==> src/rtl/commit_write_buffer.sv <==
// commit_write_buffer: in-order FIFO between the commit lanes and the regfile write ports
// Ports: clk, rst_n (async, active-low); flush drops buffered and incoming writes;
//        in_valid/in_ready bundle handshake; req_write_need/req_addr/req_result carry
//        LANES retiring results (lane 0 oldest); regfile_write_ena/addr/data drive
//        WR_PORTS regfile ports from the FIFO head; occupancy is the live entry count.
module commit_write_buffer #(
    parameter int LANES    = 2,
    parameter int WR_PORTS = 1,
    parameter int DEPTH    = 4,
    parameter int DATA_W   = 32,
    parameter int ADDR_W   = 5
) (
    input  logic                         clk,
    input  logic                         rst_n,
    input  logic                         flush,
    input  logic                         in_valid,
    output logic                         in_ready,
    input  logic [LANES-1:0]             req_write_need,
    input  logic [LANES*ADDR_W-1:0]      req_addr,
    input  logic [LANES*DATA_W-1:0]      req_result,
    output logic [WR_PORTS-1:0]          regfile_write_ena,
    output logic [WR_PORTS*ADDR_W-1:0]   regfile_write_addr,
    output logic [WR_PORTS*DATA_W-1:0]   regfile_write_data,
    output logic [$clog2(DEPTH):0]       occupancy
);
    localparam int PW = $clog2(DEPTH);
    localparam int OW = PW + 1;

    logic [ADDR_W-1:0] addr_mem [DEPTH];
    logic [DATA_W-1:0] data_mem [DEPTH];
    logic [PW-1:0]     rd_ptr, wr_ptr;
    logic [OW-1:0]     occ, enq_cnt, deq_cnt;
    logic [LANES-1:0]  lane_ok;
    logic [PW-1:0]     lane_slot [LANES];
    logic              accept;

    assign occupancy = occ;
    assign in_ready  = (OW'(DEPTH) - occ) >= OW'(LANES);
    assign accept    = in_valid && in_ready && !flush;
    assign deq_cnt   = occ < OW'(WR_PORTS) ? occ : OW'(WR_PORTS);

    // qualifying lanes are packed densely behind wr_ptr in lane order
    always_comb begin
        enq_cnt   = '0;
        lane_ok   = '0;
        lane_slot = '{default: '0};
        for (int i = 0; i < LANES; i++) begin
            lane_ok[i]   = accept && req_write_need[i] && req_addr[i*ADDR_W +: ADDR_W] != '0;
            lane_slot[i] = wr_ptr + enq_cnt[PW-1:0];
            enq_cnt      = enq_cnt + OW'(lane_ok[i]);
        end
    end

    // an older presented write is masked when a younger presented one hits the same register
    always_comb begin
        regfile_write_ena  = '0;
        regfile_write_addr = '0;
        regfile_write_data = '0;
        for (int p = 0; p < WR_PORTS; p++) begin
            regfile_write_ena[p] = OW'(p) < deq_cnt;
            for (int q = p + 1; q < WR_PORTS; q++)
                if (OW'(q) < deq_cnt && addr_mem[rd_ptr + PW'(q)] == addr_mem[rd_ptr + PW'(p)])
                    regfile_write_ena[p] = 1'b0;
            regfile_write_addr[p*ADDR_W +: ADDR_W] = OW'(p) < deq_cnt ? addr_mem[rd_ptr + PW'(p)] : '0;
            regfile_write_data[p*DATA_W +: DATA_W] = OW'(p) < deq_cnt ? data_mem[rd_ptr + PW'(p)] : '0;
        end
    end

    always_ff @(posedge clk or negedge rst_n) begin
        if (!rst_n) begin
            rd_ptr <= '0;
            wr_ptr <= '0;
            occ    <= '0;
        end else if (flush) begin
            rd_ptr <= '0;
            wr_ptr <= '0;
            occ    <= '0;
        end else begin
            rd_ptr <= rd_ptr + deq_cnt[PW-1:0];
            wr_ptr <= wr_ptr + enq_cnt[PW-1:0];
            occ    <= occ + enq_cnt - deq_cnt;
        end
    end

    // storage needs no reset: ports are gated by occupancy
    always_ff @(posedge clk) begin
        for (int i = 0; i < LANES; i++)
            if (lane_ok[i]) begin
                addr_mem[lane_slot[i]] <= req_addr[i*ADDR_W +: ADDR_W];
                data_mem[lane_slot[i]] <= req_result[i*DATA_W +: DATA_W];
            end
    end
endmodule

==> config.mk <==
export PLATFORM = sky130hd
export DESIGN_NAME = commit_write_buffer
export DESIGN_NICKNAME = d
export VERILOG_FILES = /design/src/rtl/commit_write_buffer.sv
export SDC_FILE = /design/constraint.sdc
export NUM_CORES = 1
export LEC_CHECK = 0
export CORE_MARGIN = 5
export CORE_UTILIZATION = 55
export DETAILED_ROUTE_END_ITERATION = 8
export GPL_TIMING_DRIVEN = 0
export PLACE_DENSITY = 0.81
export SLEW_MARGIN = 20
export SYNTH_ARGS = -nofsm -noshare
export SYNTH_HDL_FRONTEND = slang
export SYNTH_SLANG_ARGS = --single-unit
==> constraint.sdc <==
create_clock -name clk -period 8.15 [get_ports clk]
set_clock_uncertainty 0.1 [all_clocks]
set_input_delay 2.0375 -clock clk [delete_from_list [all_inputs] [get_ports clk]]
set_output_delay 2.0375 -clock clk [all_outputs]
set_load 0.05 [all_outputs]
After elaboration in Yosys (flattened, before gate mapping)
Memories as Yosys holds them, arrays and structs flattened.
Cells that the tools add are included.
Storage, ports and cells
  flip-flop bits (word level): 7
  RAM bits: 148
  bits of input ports: 80
  output and inout port bits: 42
  logic and storage cells: 34
  memories kept: 2
Memories
  data_mem: words 4, bits a word 32, read ports 1, clocked after memory_dff 0, write ports 2, RTL line 30  | logic [DATA_W-1:0] data_mem [DEPTH];
  addr_mem: words 4, bits a word 5, read ports 1, clocked after memory_dff 0, write ports 2, RTL line 29  | logic [ADDR_W-1:0] addr_mem [DEPTH];
Cells by class
  add/sub/neg operators: 7
  magnitude comparators: 3
  mux-type cells: 10
  reduce and logical (&&, ||, !) cells: 9
Operator list (count)
  $mux 32: 1
  $reduce_bool 5->1: 2
  $logic_and 1x1->1: 6
  $mux 3: 2
  $mux 5: 1
  $add 2x2->2: 2
  $mux 1: 4
  $mux 2: 2
  $add 3x2->3: 1
  $ge 3x2->1 const B: 1
  $lt 1x3->1 const A: 1
  $lt 3x1->1 const B: 1
  $sub 3x3->3: 1
  $sub 3x3->3 const A: 1
  $add 1x1->2: 1
  $add 2x1->2: 1
  $logic_not 1->1: 1

Logic depth before layout (Yosys ltp)
Gate-level depths: netlist of the first run.
  depth after elaboration: 10
  depth in mapped cells: 14
  depth with buffers taken out: 14

Worst setup path after synthesis of the first run
Ideal clock, no wire load.
  kind: input port to flip-flop
  start: input flush
  end: memory addr_mem[0][0] (enable)
  library setup time: 0.534 ns
  arrival time: 6.187 ns
  required time: 7.516 ns
  setup slack: 1.329 ns
  stages on the path: 3
  path buffers: 0
  cells stage by stage: inv_1 -> o311ai_2 -> o41ai_1
RTL lines
  from (decl): RTL line 15  | input logic flush,
  to (decl): RTL line 29

==> out/metrics.yaml, run 1 <==
start_kind: "primary input"
clk_pin_slew_worst_paths_ns: 0.06
synthXorXnorAreaFrac_pct: 0.866
critPathMaxStageDelay_ns: 0.67
grt_pass1_vias: 5271
fin_crit_sh_pct: 75.9
synth_top_family_by_area: "multiplexers"
place_ws_ns: 1.55
grt_first_pass_wirelength_microns: 29000
die_h_microns: 131
clock_latency_ns: 0.42
switchingPower_w: 0.00120
syn_area_sq_um: 8090
finalSetupTns_ns: 0
ys_seq_area_share_pct: 57.1
crit_top_cell: "buf_2"
routedWlPerCell_microns: 22.3
cp-end-kind: "register"
avgViaCountPerCell: 5.81
routed_wl_microns: 18100
pwr-share-seq_pct: 31.3
grt_max_degree: 23
htree_num_levels: 4
globalplace.congestion: 0.758
total_power_w: 0.00314
p_int_w: 0.00194
diodes: 0
cts_buffers: 17
cts_hold_buffers: 0
coreArea_sq_um: 14500
syn_nets: 552
fp-row-count: 44
antenna_left: 0
crit_chain: "clkdlybuf4s50_1 > or4_1 > o21ai_0 > nor2_1 > ha_1 > xnor2_1 > nand2_1 > nor3_1 > buf_2 > buf_2 > or2_2 > buf_16"
worstPathRequired_ns: 8.18
ys_ff_latch: 155
grt_antenna_before_repair: 0
utilization_pct: 70.6
whs_ns: 0.521
final-setup-viol-count: 0
crit_fanout: 22
syn_inst: 462
cellLeakagePower_nw: 3.62
synthAdderAreaFrac_pct: 1.64
cts_resized: 0
cts_setup_buffers: 0
max_cap_violations: 0
slowest_stage: "or2_2"
area_growth_pct: 26.4
yosys.area_share.simple_pct: 4.50
layout.nets: 705
start_util_pct: 55.9
drive_above_1_share_pct: 39.0
synth.area.mux_share_pct: 32.7
vias: 4714
ys_types: 31
power.density_nw_per_um2: 307
drt_iter0_markers: 266
clock_sinks: 155
min_path_type: "reg2reg"
post-dp-hpwl_microns: 12400
p_comb_share_pct: 47.4
portBuffers: 121
slew_headroom_pct: 47.0
root_buffer: "clkbuf_16"
die_x_microns: 131
swShare_pct: 38.2
avgSynthCellArea_sq_um: 17.5
final_common_cell: "edfxtp_1"
mostFrequentLayoutCells: "edfxtp_1 (148), clkdlybuf4s50_1 (121), mux2_2 (110)"
maxSlewViolCount: 0
ir_worst_vdd_uv: 218
die-area_sq_um: 17200
fillCellCount: 978
drt-pass1-iter-count: 5
finalHoldViolations: 0
route.detailed.drc: 0
worst_pin_slew_ns: 0.796
rsz0062_at_grt: "no"
yosys_warnings: 0
fin_crit_ns: 6.19
synth_compound_area_share_pct: 0.712
clock.fmax_ghz: 0.162
arrival_ns: 6.22
top_level_ports: 122
grt_use_total_pct: 21.6
fin_ws_ns: 1.96
status: "finished, final reports clean"
cts_tree: "yes"
cts.path.max_buffers: 2
grt-ovfl-total: 0
worst-setup-path-type: "in2reg"
p_clk_share_pct: 21.3
## worst max-delay path: cells and delay by family
kind | cells | cell delay, ns
xor gates and xnor gates | 1 | 0.19
and+or+nand+nor | 5 | 1.70
adders and majority gates | 1 | 0.26
AOI/OAI and AO/OA | 1 | 0.52
buffers and inverters | 4 | 1.49
## path summary, 6_finish.rpt
| check | startpoint | endpoint | slack (ns) | cells past startpoint |
|---|---|---|---|---|
| worst max-delay path | req_addr[1] | data_mem[1][13] | 1.96 | 12 |
| worst min-delay path | rd_ptr[0] | rd_ptr[0] | 0.52 | 2 |
| worst max register to register | occupancy[0] | data_mem[1][13] | 3.80 | 12 |
| worst min register to register | rd_ptr[0] | rd_ptr[0] | 0.52 | 2 |
| max in group asynchronous | rst_n | wr_ptr[1] | 5.91 | 1 |
| min in group asynchronous | rst_n | wr_ptr[0] | 1.79 | 1 |
## per-layer routing
layer	global-route usage, %	up-vias	part of all wire [%]
met3	4.82	20	5.6
met5	0	-	0
met1	27.7	2406	41
li1	-	2142	-
met2	36.7	146	52
met4	7.26	0	1.6
## cell usage after synthesis
cell / count / area [sq um]
edfxtp_1: 148 / 4440
mux2_2: 110 / 1240
mux2_4: 38 / 571
and2_1: 37 / 231
mux4_2: 37 / 833
buf_2: 13 / 65.1
clkbuf_1: 9 / 33.8
ha_1: 9 / 113
inv_1: 8 / 30.0
dfrtp_1: 7 / 175
buf_6: 6 / 67.6
nor2_1: 6 / 22.5
xnor2_1: 5 / 43.8
nor2b_1: 3 / 18.8
nor3_1: 3 / 15.0
or3_1: 3 / 18.8
xor2_1: 3 / 26.3
nand2_1: 2 / 7.51
or4_1: 2 / 15.0
or4_4: 2 / 22.5
buf_1: 1 / 3.75
fa_1: 1 / 20.0
nand4_1: 1 / 6.26
o211ai_1: 1 / 7.51
o21ai_0: 1 / 5.00
o21ai_1: 1 / 5.00
o21bai_1: 1 / 7.51
o311ai_2: 1 / 16.3
o31ai_1: 1 / 7.51
o41ai_1: 1 / 8.76
or2_2: 1 / 6.26
## power by group through the flow
stage          combinational, W  sequential [W]  clock (W)
3_3_place_gp            0.00146         0.00101          0
4_1_cts                 0.00150        0.000983   0.000677
2_1_floorplan          0.000997         0.00102          0
3_5_place_dp            0.00150         0.00100          0
6_report                0.00149        0.000983   0.000669
5_1_grt                 0.00156        0.000988   0.000714
## cell families (layout without fill, tap and decap cells)
family,after synthesis,count (layout)
AOI/OAI and AO/OA,7,7
buffers and inverters,37,203
adders and majority gates,10,10
and+or+nand+nor,60,60
DFF,155,155
muxes,185,185
xor gates and xnor gates,8,8
## stage by stage
stage,std cells,instance area [sq um]
6_report,812,10200
4_1_cts,812,10200
5_1_grt,812,10200
3_3_place_gp,767,9530
2_1_floorplan,462,8090
3_5_place_dp,780,9730
## registers in the layout, indices dropped and copies added (netlist names)
name,cells
rd_ptr,2
wr_ptr,2
addr_mem,20
occupancy,3
data_mem,128
## final cells by class
class / instances / area [sq um] / share of cell area (%)
buffer: 29 / 170 / 1.66
inverter: 8 / 30.0 / 0.294
timing repair buffer: 134 / 1380 / 13.5
multi-input combinational: 270 / 3300 / 32.3
clock inverter: 13 / 60.1 / 0.588
sequential: 155 / 4620 / 45.2
tap: 184 / 230 / 2.25
clock buffer: 19 / 433 / 4.24
No activity file was read; power rests on OpenSTA's default activity.
==> inputs of run 2 (changes only) <==
Clock period 8.15 ns to 5.8 ns, I/O delays scaled along.
==> out/metrics.yaml, run 2 (synthesized netlist as in run 1, its figures left out) <==
status: "finished, final reports clean"
start_util_pct: 55.9  # unchanged
fin_crit_ns: 5.39
cp-end-kind: "register"
portBuffers: 121  # unchanged
finalHoldViolations: 0  # unchanged
worstPathRequired_ns: 5.82  # -2.36 ns
routedWlPerCell_microns: 21.7  # -2.3%
start_kind: "primary input"
rsz0062_at_grt: "no"
top_level_ports: 122  # unchanged
maxSlewViolCount: 0  # unchanged
wl_met2_microns: 9400  # -0.30%
route.met3.wl_microns: 1050  # +3.8%
power.density_nw_per_um2: 445  # +45%
coreArea_sq_um: 14500  # unchanged
clk_pin_slew_worst_paths_ns: 0.06  # about the same
startpoint: "req_addr[1]"
grt_pass1_vias: 5168  # -2.0%
ir_worst_vdd_uv: 282  # +29%
hp-start: "rd_ptr[0]"
final-setup-viol-count: 0  # unchanged
clock_sinks: 155  # unchanged
largest_reg_flops: 128  # unchanged
mostFrequentLayoutCells: "edfxtp_1 (148), clkdlybuf4s50_1 (121), mux2_2 (110)"
layout.nets: 700  # -0.71%
vias: 4697  # -0.36%
drive_above_1_share_pct: 38.7  # -0.33 points
htree_num_levels: 4  # unchanged
drt-pass1-iter-count: 4  # -1
clock.fmax_ghz: 0.185
instances_no_fill: 807  # -0.62%
min_path_type: "reg2reg"
globalplace.congestion: 0.764  # +0.75%
clock_latency_ns: 0.42  # about the same
cellLeakagePower_nw: 3.63  # +0.29%
cts_setup_buffers: 0  # unchanged
grt_max_degree: 38  # +65%
slew_headroom_pct: 42.6  # -4.4 points
postPlaceCellArea_sq_um: 9690  # -0.44%
routed_wl_microns: 17500  # -2.9%
max_cap_violations: 0  # unchanged
crit_fanout: 20  # -9.1%
cts_tree: "yes"
fin_crit_sh_pct: 93.0
fin_area_sq_um: 10300  # +0.54%
m1WireLength_microns: 6820  # -6.9%
die_x_microns: 131  # unchanged
final_common_cell: "edfxtp_1"
dpl.cell_count: 775  # -0.64%
grt-ovfl-total: 0  # unchanged
cts.path.max_buffers: 2  # unchanged
arrival_ns: 5.41  # -0.81 ns
die-area_sq_um: 17200  # unchanged
antenna_left: 0  # unchanged
cts_hold_buffers: 0  # unchanged
maxUsedRoutingLayer: "met5"
drt_iter0_markers: 234  # -12%
timing.rr.start: "occupancy[0]"
cts_buffers: 17  # unchanged
diodes: 0  # unchanged
area_growth_pct: 27.1
fp-row-count: 44  # unchanged
worst-setup-path-type: "in2reg"
grt_antenna_before_repair: 1  # +1
grt_use_total_pct: 20.8  # -0.85 points
avgViaCountPerCell: 5.82  # +0.26%
cts_resized: 0  # unchanged
root_buffer: "clkbuf_16"
die_h_microns: 131  # unchanged
post-dp-hpwl_microns: 12100  # -2.1%
worst_pin_slew_ns: 0.862  # +0.0661 ns
grt_first_pass_wirelength_microns: 27900  # -3.8%
route.detailed.drc: 0  # unchanged
==> run 2: changes by cell type in the layout (fill, tap and decap cells not counted), moves of 2 or more <==
cell	previous run	this run
bufinv_16	0	4
buf_16	3	0
buf_2	18	13
buf_6	6	9
buf_4	2	0
==> run 2: per-stage QoR <==
step	TNS (ns)	hold WS [ns]	utilization (%)	power (W)	setup slack, ns
2_1_floorplan	0	0.484	-	0.00283	0.620
3_3_place_gp	-155.24	0.498	65.9	0.00345	-2.29
3_5_place_dp	-10.95	0.553	66.9	0.00350	-0.298
4_1_cts	0	0.571	71.0	0.00462	0.111
5_1_grt	0	0.628	71.0	0.00475	0.0816
6_report	0	0.568	71.0	0.00458	0.407
==> run 2: layout make-up <==
class                           count  area (sq um)
Fill cell                         947          4200
Clock inverter                     13           155
Multi-Input combinational cell    270          3310
Timing Repair Buffer              129          1330
Clock buffer                       19           433
Sequential cell                   155          4620
Inverter                            8          30.0
Buffer                             29           170
Tap cell                          184           230
==> run 2: report_power, final <==
group / switching, W / total, W / internal (W)
logic: 0.00123 / 0.00208 / 0.000849
registers: 0.0000363 / 0.00138 / 0.00135
clock network: 0.000408 / 0.00111 / 0.000706
total: 0.00168 / 0.00458 / 0.00290
==> run 2: worst paths after layout <==
kind,slack [ns],cells past startpoint,end
max in group asynchronous,4.15,1,rd_ptr[1]
worst max register to register,1.63,13,data_mem[3][12]
worst max-delay path,0.41,12,data_mem[3][12]
worst min-delay path,0.57,2,rd_ptr[0]
worst min register to register,0.57,2,rd_ptr[0]
min in group asynchronous,1.19,1,rd_ptr[0]
==> run 2: worst max-delay path, cell delays in order <==
cell and delay [ns]:
clkdlybuf4s50_1 0.49, or4_1 0.60, o21ai_0 0.63, nor2_1 0.14, ha_1 0.26, xor2_1 0.19, nand2_1 0.09, nor3_1 0.17
buf_2 0.33, buf_2 0.38, o21bai_4 0.39, buf_12 0.27
==> run 2: layer usage <==
| layer | up-vias | global-route usage [%] |
|---|---|---|
| met5 | - | 0 |
| met3 | 24 | 5.66 |
| met1 | 2402 | 25.1 |
| met4 | 2 | 6.23 |
| met2 | 147 | 36.5 |
| li1 | 2122 | - |
==> inputs of run 3 (changes only) <==
Settings changed: CELL_PAD_IN_SITES_DETAIL_PLACEMENT set to 0, CELL_PAD_IN_SITES_GLOBAL_PLACEMENT set to 1, CORE_UTILIZATION 55 to 46, GPL_ROUTABILITY_DRIVEN set to 0, PLACE_DENSITY 0.81 to unset, PLACE_DENSITY_LB_ADDON set to 0.1.
==> out/metrics.yaml, run 3 (synthesized netlist as in run 1, its figures left out) <==
r2r_slack_ns: 1.62  # about the same
grt_pass1_vias: 5075  # -1.8%
post-dp-hpwl_microns: 12500  # +3.2%
root_buffer: "clkbuf_16"
die_x_microns: 143  # +8.6%
routedWlPerCell_microns: 22.1  # +1.6%
start_kind: "primary input"
utilization_pct: 59.8  # -11 points
portBuffers: 121  # unchanged
fillCellCount: 1348  # +42%
timing.rr.start: "occupancy[0]"
status: "finished, final reports clean"
maxSlewViolCount: 0  # unchanged
cts_resized: 0  # unchanged
grt_most_used_layer: "met2"
cts_setup_buffers: 0  # unchanged
mostFrequentLayoutCells: "edfxtp_1 (148), clkdlybuf4s50_1 (121), mux2_2 (110)"
htree_num_levels: 4  # unchanged
area_growth_pct: 27.9
start_util_pct: 46.8  # -9.1 points
instances_no_fill: 850  # +5.3%
postPlaceCellArea_sq_um: 9770  # +0.84%
drt_iter0_markers: 303  # +29%
drt-pass1-iter-count: 4  # unchanged
dpl.cell_count: 818  # +5.5%
grt-ovfl-total: 0  # unchanged
total_power_w: 0.00455  # -0.49%
top_level_ports: 122  # unchanged
finalHoldViolations: 0  # unchanged
clock_latency_ns: 0.42  # about the same
arrival_ns: 5.37  # -0.04 ns
avgViaCountPerCell: 5.51  # -5.3%
cp-end-kind: "register"
ir_worst_vdd_uv: 284  # +0.70%
crit_fanout: 37  # +85%
routed_wl_microns: 18800  # +7.0%
die-area_sq_um: 20300  # +18%
die_h_microns: 143  # +8.6%
max_cap_violations: 0  # unchanged
fin_area_sq_um: 10300  # +0.67%
worst-setup-path-type: "in2reg"
grt_first_pass_wirelength_microns: 28900  # +3.7%
coreArea_sq_um: 17300  # +19%
cts_buffers: 17  # unchanged
fin_crit_ns: 5.43  # +0.0328 ns
vias: 4687  # -0.21%
diodes: 0  # unchanged
r2r_end: "data_mem[1][4]"
startpoint: "req_addr[1]"
cts_hold_buffers: 0  # unchanged
worstPathRequired_ns: 5.75  # -0.07 ns
hp-start: "rd_ptr[0]"
clock.fmax_ghz: 0.184  # -0.60%
rsz0062_at_grt: "no"
clock_sinks: 155  # unchanged
route.detailed.drc: 0  # unchanged
grt_antenna_before_repair: 2  # +1
grt_use_total_pct: 19.2  # -1.6 points
use_met2_pct: 33.4  # -3.1 points
clk_pin_slew_worst_paths_ns: 0.06  # about the same
cts_tree: "yes"
largest_reg_flops: 128  # unchanged
layout.nets: 702  # +0.29%
grt_max_degree: 38  # unchanged
cellLeakagePower_nw: 3.62  # -0.32%
regArea_sq_um: 4620  # unchanged
place_ws_ns: -0.127  # +0.170 ns
power.density_nw_per_um2: 440  # -1.2%
min_path_type: "reg2reg"
drive_above_1_share_pct: 40.0  # +1.3 points
worstHoldEndpoint: "rd_ptr[0]"
fin_ws_ns: 0.374  # -0.0328 ns
final-setup-viol-count: 0  # unchanged
worst_pin_slew_ns: 0.860  # -0.00201 ns
multi_input_area_sq_um: 3310  # unchanged
grt_util_met1_pct: 24.3  # -0.86 points
met3_usage_pct: 4.54  # -1.1 points
reg2regPathDepth: 12  # -1
cts.path.max_buffers: 2  # unchanged
holdPathStages: 2  # unchanged
antenna_left: 0  # unchanged
final_common_cell: "edfxtp_1"
slew_headroom_pct: 42.7  # +0.13 points
fin_crit_sh_pct: 93.6  # +0.56 points
fp-row-count: 48  # +9.1%
## run 3: layer usage
| metal | vias up | wire, microns | part of all wire, % |
|---|---|---|---|
| li1 | 2138 | - | - |
| met1 | 2394 | 7740 | 41 |
| met2 | 129 | 9710 | 52 |
| met3 | 22 | 1080 | 5.7 |
| met4 | 4 | 226 | 1.2 |
| met5 | - | 19 | 0.10 |
## run 3: final cells by class
cell class / count / area share (%)
plain buffers: 29 / 1.64
clock buffers: 18 / 4.15
clock inverters: 14 / 1.44
inverters: 8 / 0.290
multi-input cells: 270 / 32.0
flip-flops and latches: 155 / 44.7
well taps: 225 / 2.72
repair buffers: 131 / 13.1
## run 3: where the power goes
| part | switching (W) | internal (W) | total, W |
|---|---|---|---|
| logic | 0.00124 | 0.000844 | 0.00209 |
| clock network | 0.000452 | 0.000634 | 0.00109 |
| registers | 0.0000368 | 0.00135 | 0.00138 |
| total | 0.00173 | 0.00282 | 0.00455 |
## run 3: worst max path at each step
| stage | end | cells past startpoint |
|---|---|---|
| 2_1_floorplan | addr_mem[2][0] | 6 |
| 3_3_place_gp | data_mem[2][16] | 4 |
| 3_5_place_dp | data_mem[1][5] | 11 |
| 4_1_cts | data_mem[1][4] | 11 |
| 5_1_grt | data_mem[1][11] | 11 |
| 6_report | data_mem[1][4] | 11 |
## run 3: stage by stage
step,TNS [ns],hold slack (ns)
final,0,0.523
after global routing,0,0.564
after CTS,0,0.528
after detailed placement,-4.57,0.516
after global placement,-202.89,0.498
after floorplan,0,0.484
## run 3: critical path, cell delays in order
cell             delay, ns
clkdlybuf4s50_1       0.47
or4_1                 0.59
o21ai_0               0.66
nor2_1                0.14
ha_1                  0.26
xnor2_1               0.20
nand2_1               0.07
nor3_1                0.20
buf_2                 0.34
buf_2                 0.35
or2_4                 0.62
==> edit: new RTL, config.mk and constraints of run 2 <==
Reset style: synchronous (`rst_n`), changed in one clocked block. Comments in the files are not updated.
--- a/src/rtl/commit_write_buffer.sv
+++ b/src/rtl/commit_write_buffer.sv
@@ -66,7 +66,7 @@
         end
     end
 
-    always_ff @(posedge clk or negedge rst_n) begin
+    always_ff @(posedge clk) begin
         if (!rst_n) begin
             rd_ptr <= '0;
             wr_ptr <= '0;
Function: differs if rst_n is asserted again (counterexample within 4 cycles, from zero or initial values and one cycle with rst_n low); with rst_n held inactive, the same outputs for 4 cycles.
==> edit against run 2 <==
- count of clock-buffer cells in the layout did not move
- cell count rose by 0.37%
- setup slack improved by 0.62 ns
- critical path depth rose by 1
- fmax rose by 13%
- synthesized area rose by 2.4%
- sequential cell count did not move
- global-route usage rose by 0.26 points
- total power fell by 3.1%
- routed wire length rose by 1.1%
- critical path type unchanged
- first-iteration DRC count rose by 11%
- clock power fell by 11%
- cell area rose by 2.2%
- die area rose by 2.3%
==> edit: results (changes against run 2) <==
layout cell share with drive strength beyond 1: 40.6% (was 38.7%)
dpl hpwl: 12100 um (about the same)
Final Power: 0.00444 W (was 0.00458 W)
Clock power frac: 22.3% (was 24.3%)
Worst EP arrival: 4.80 ns (was 5.41 ns)
DP Area: 0.00999 sq mm (was 0.00969 sq mm)
worst min-delay path startpoint: rd_ptr[0] (unchanged)
GR Util met1: 26.7% (was 25.1%)
P_int: 0.00274 W (was 0.00290 W)
DR iter-0 viols: 260 (was 234)
global-route wire length before repair: 28000 um (was 27900 um)
dpl cells: 779 (was 775)
met2 Use GR: 36.4% (was 36.5%)
met2 wire len: 9300 um (was 9400 um)
number of global-route vias before repair: 5064 (was 5168)
FFs w/ async S/R, synth: 0% (was 4.52%)
top sig layer: met4 (was met5)
CP max-delay cell: or4_1 (was o21ai_0)
r2r startpoint: occupancy[1] (was occupancy[0])
peak supply drop: 0.000323 V (was 0.000282 V)
vias per inst: 5.76 (was 5.82)
met3 WL: 832 um (was 1050 um)
CP max stage delay: 0.59 ns (was 0.63 ns)
DR pass1 iterations: 5 (was 4)
M3 GR Usage: 4.52% (was 5.66%)
RePlAce Congestion: 0.725 (was 0.764)
Hold Path End: rd_ptr[0] (unchanged)
synth top area cells: edfxtp_1 54%, mux2_4 14%, mux4_2 10% (was edfxtp_1 55%, mux2_2 15%, mux4_2 10%)
synthesized netlist cell count: 466 (was 462)
worst r2r dst: data_mem[1][13] (was data_mem[3][12])
hold slack: 0.485 ns (was 0.568 ns)
Worst Reg-to-Reg Cells: 14 (was 13)
Area Overhead vs Synth: 26.8% (was 27.1%)
fillers: 970 (was 947)
status: finished, final reports clean (unchanged)
wl on met1: 7360 um (was 6820 um)
edit: kinds of logic after synthesis:
family | synth area share (%)
buffers and inverters | 2.90
muxes | 33.6
adders and majority gates | 1.60
xor gates and xnor gates | 0.846
DFF | 55.3
AOI/OAI and AO/OA | 0.816
and+or+nand+nor | 4.88
edit: area by class of cell:
class / instances / area share (%)
inverters: 8 / 0.286
flip-flops and latches: 155 / 43.6
plain buffers: 29 / 2.00
clock buffers: 19 / 4.12
well taps: 184 / 2.19
repair buffers: 129 / 13.6
clock inverters: 12 / 0.786
multi-input cells: 274 / 33.4
edit: worst max path at each step:
stage / to / slack, ns / start
after detailed placement: data_mem[1][13] / 0.61 / req_addr[1]
after CTS: regfile_write_data[18] / 1.0 / rd_ptr[1]
after global routing: data_mem[1][13] / 0.80 / req_addr[1]
after floorplan: addr_mem[3][0] / 1.01 / req_addr[1]
after global placement: data_mem[0][13] / -0.70 / flush
final: data_mem[1][13] / 1.03 / req_addr[1]
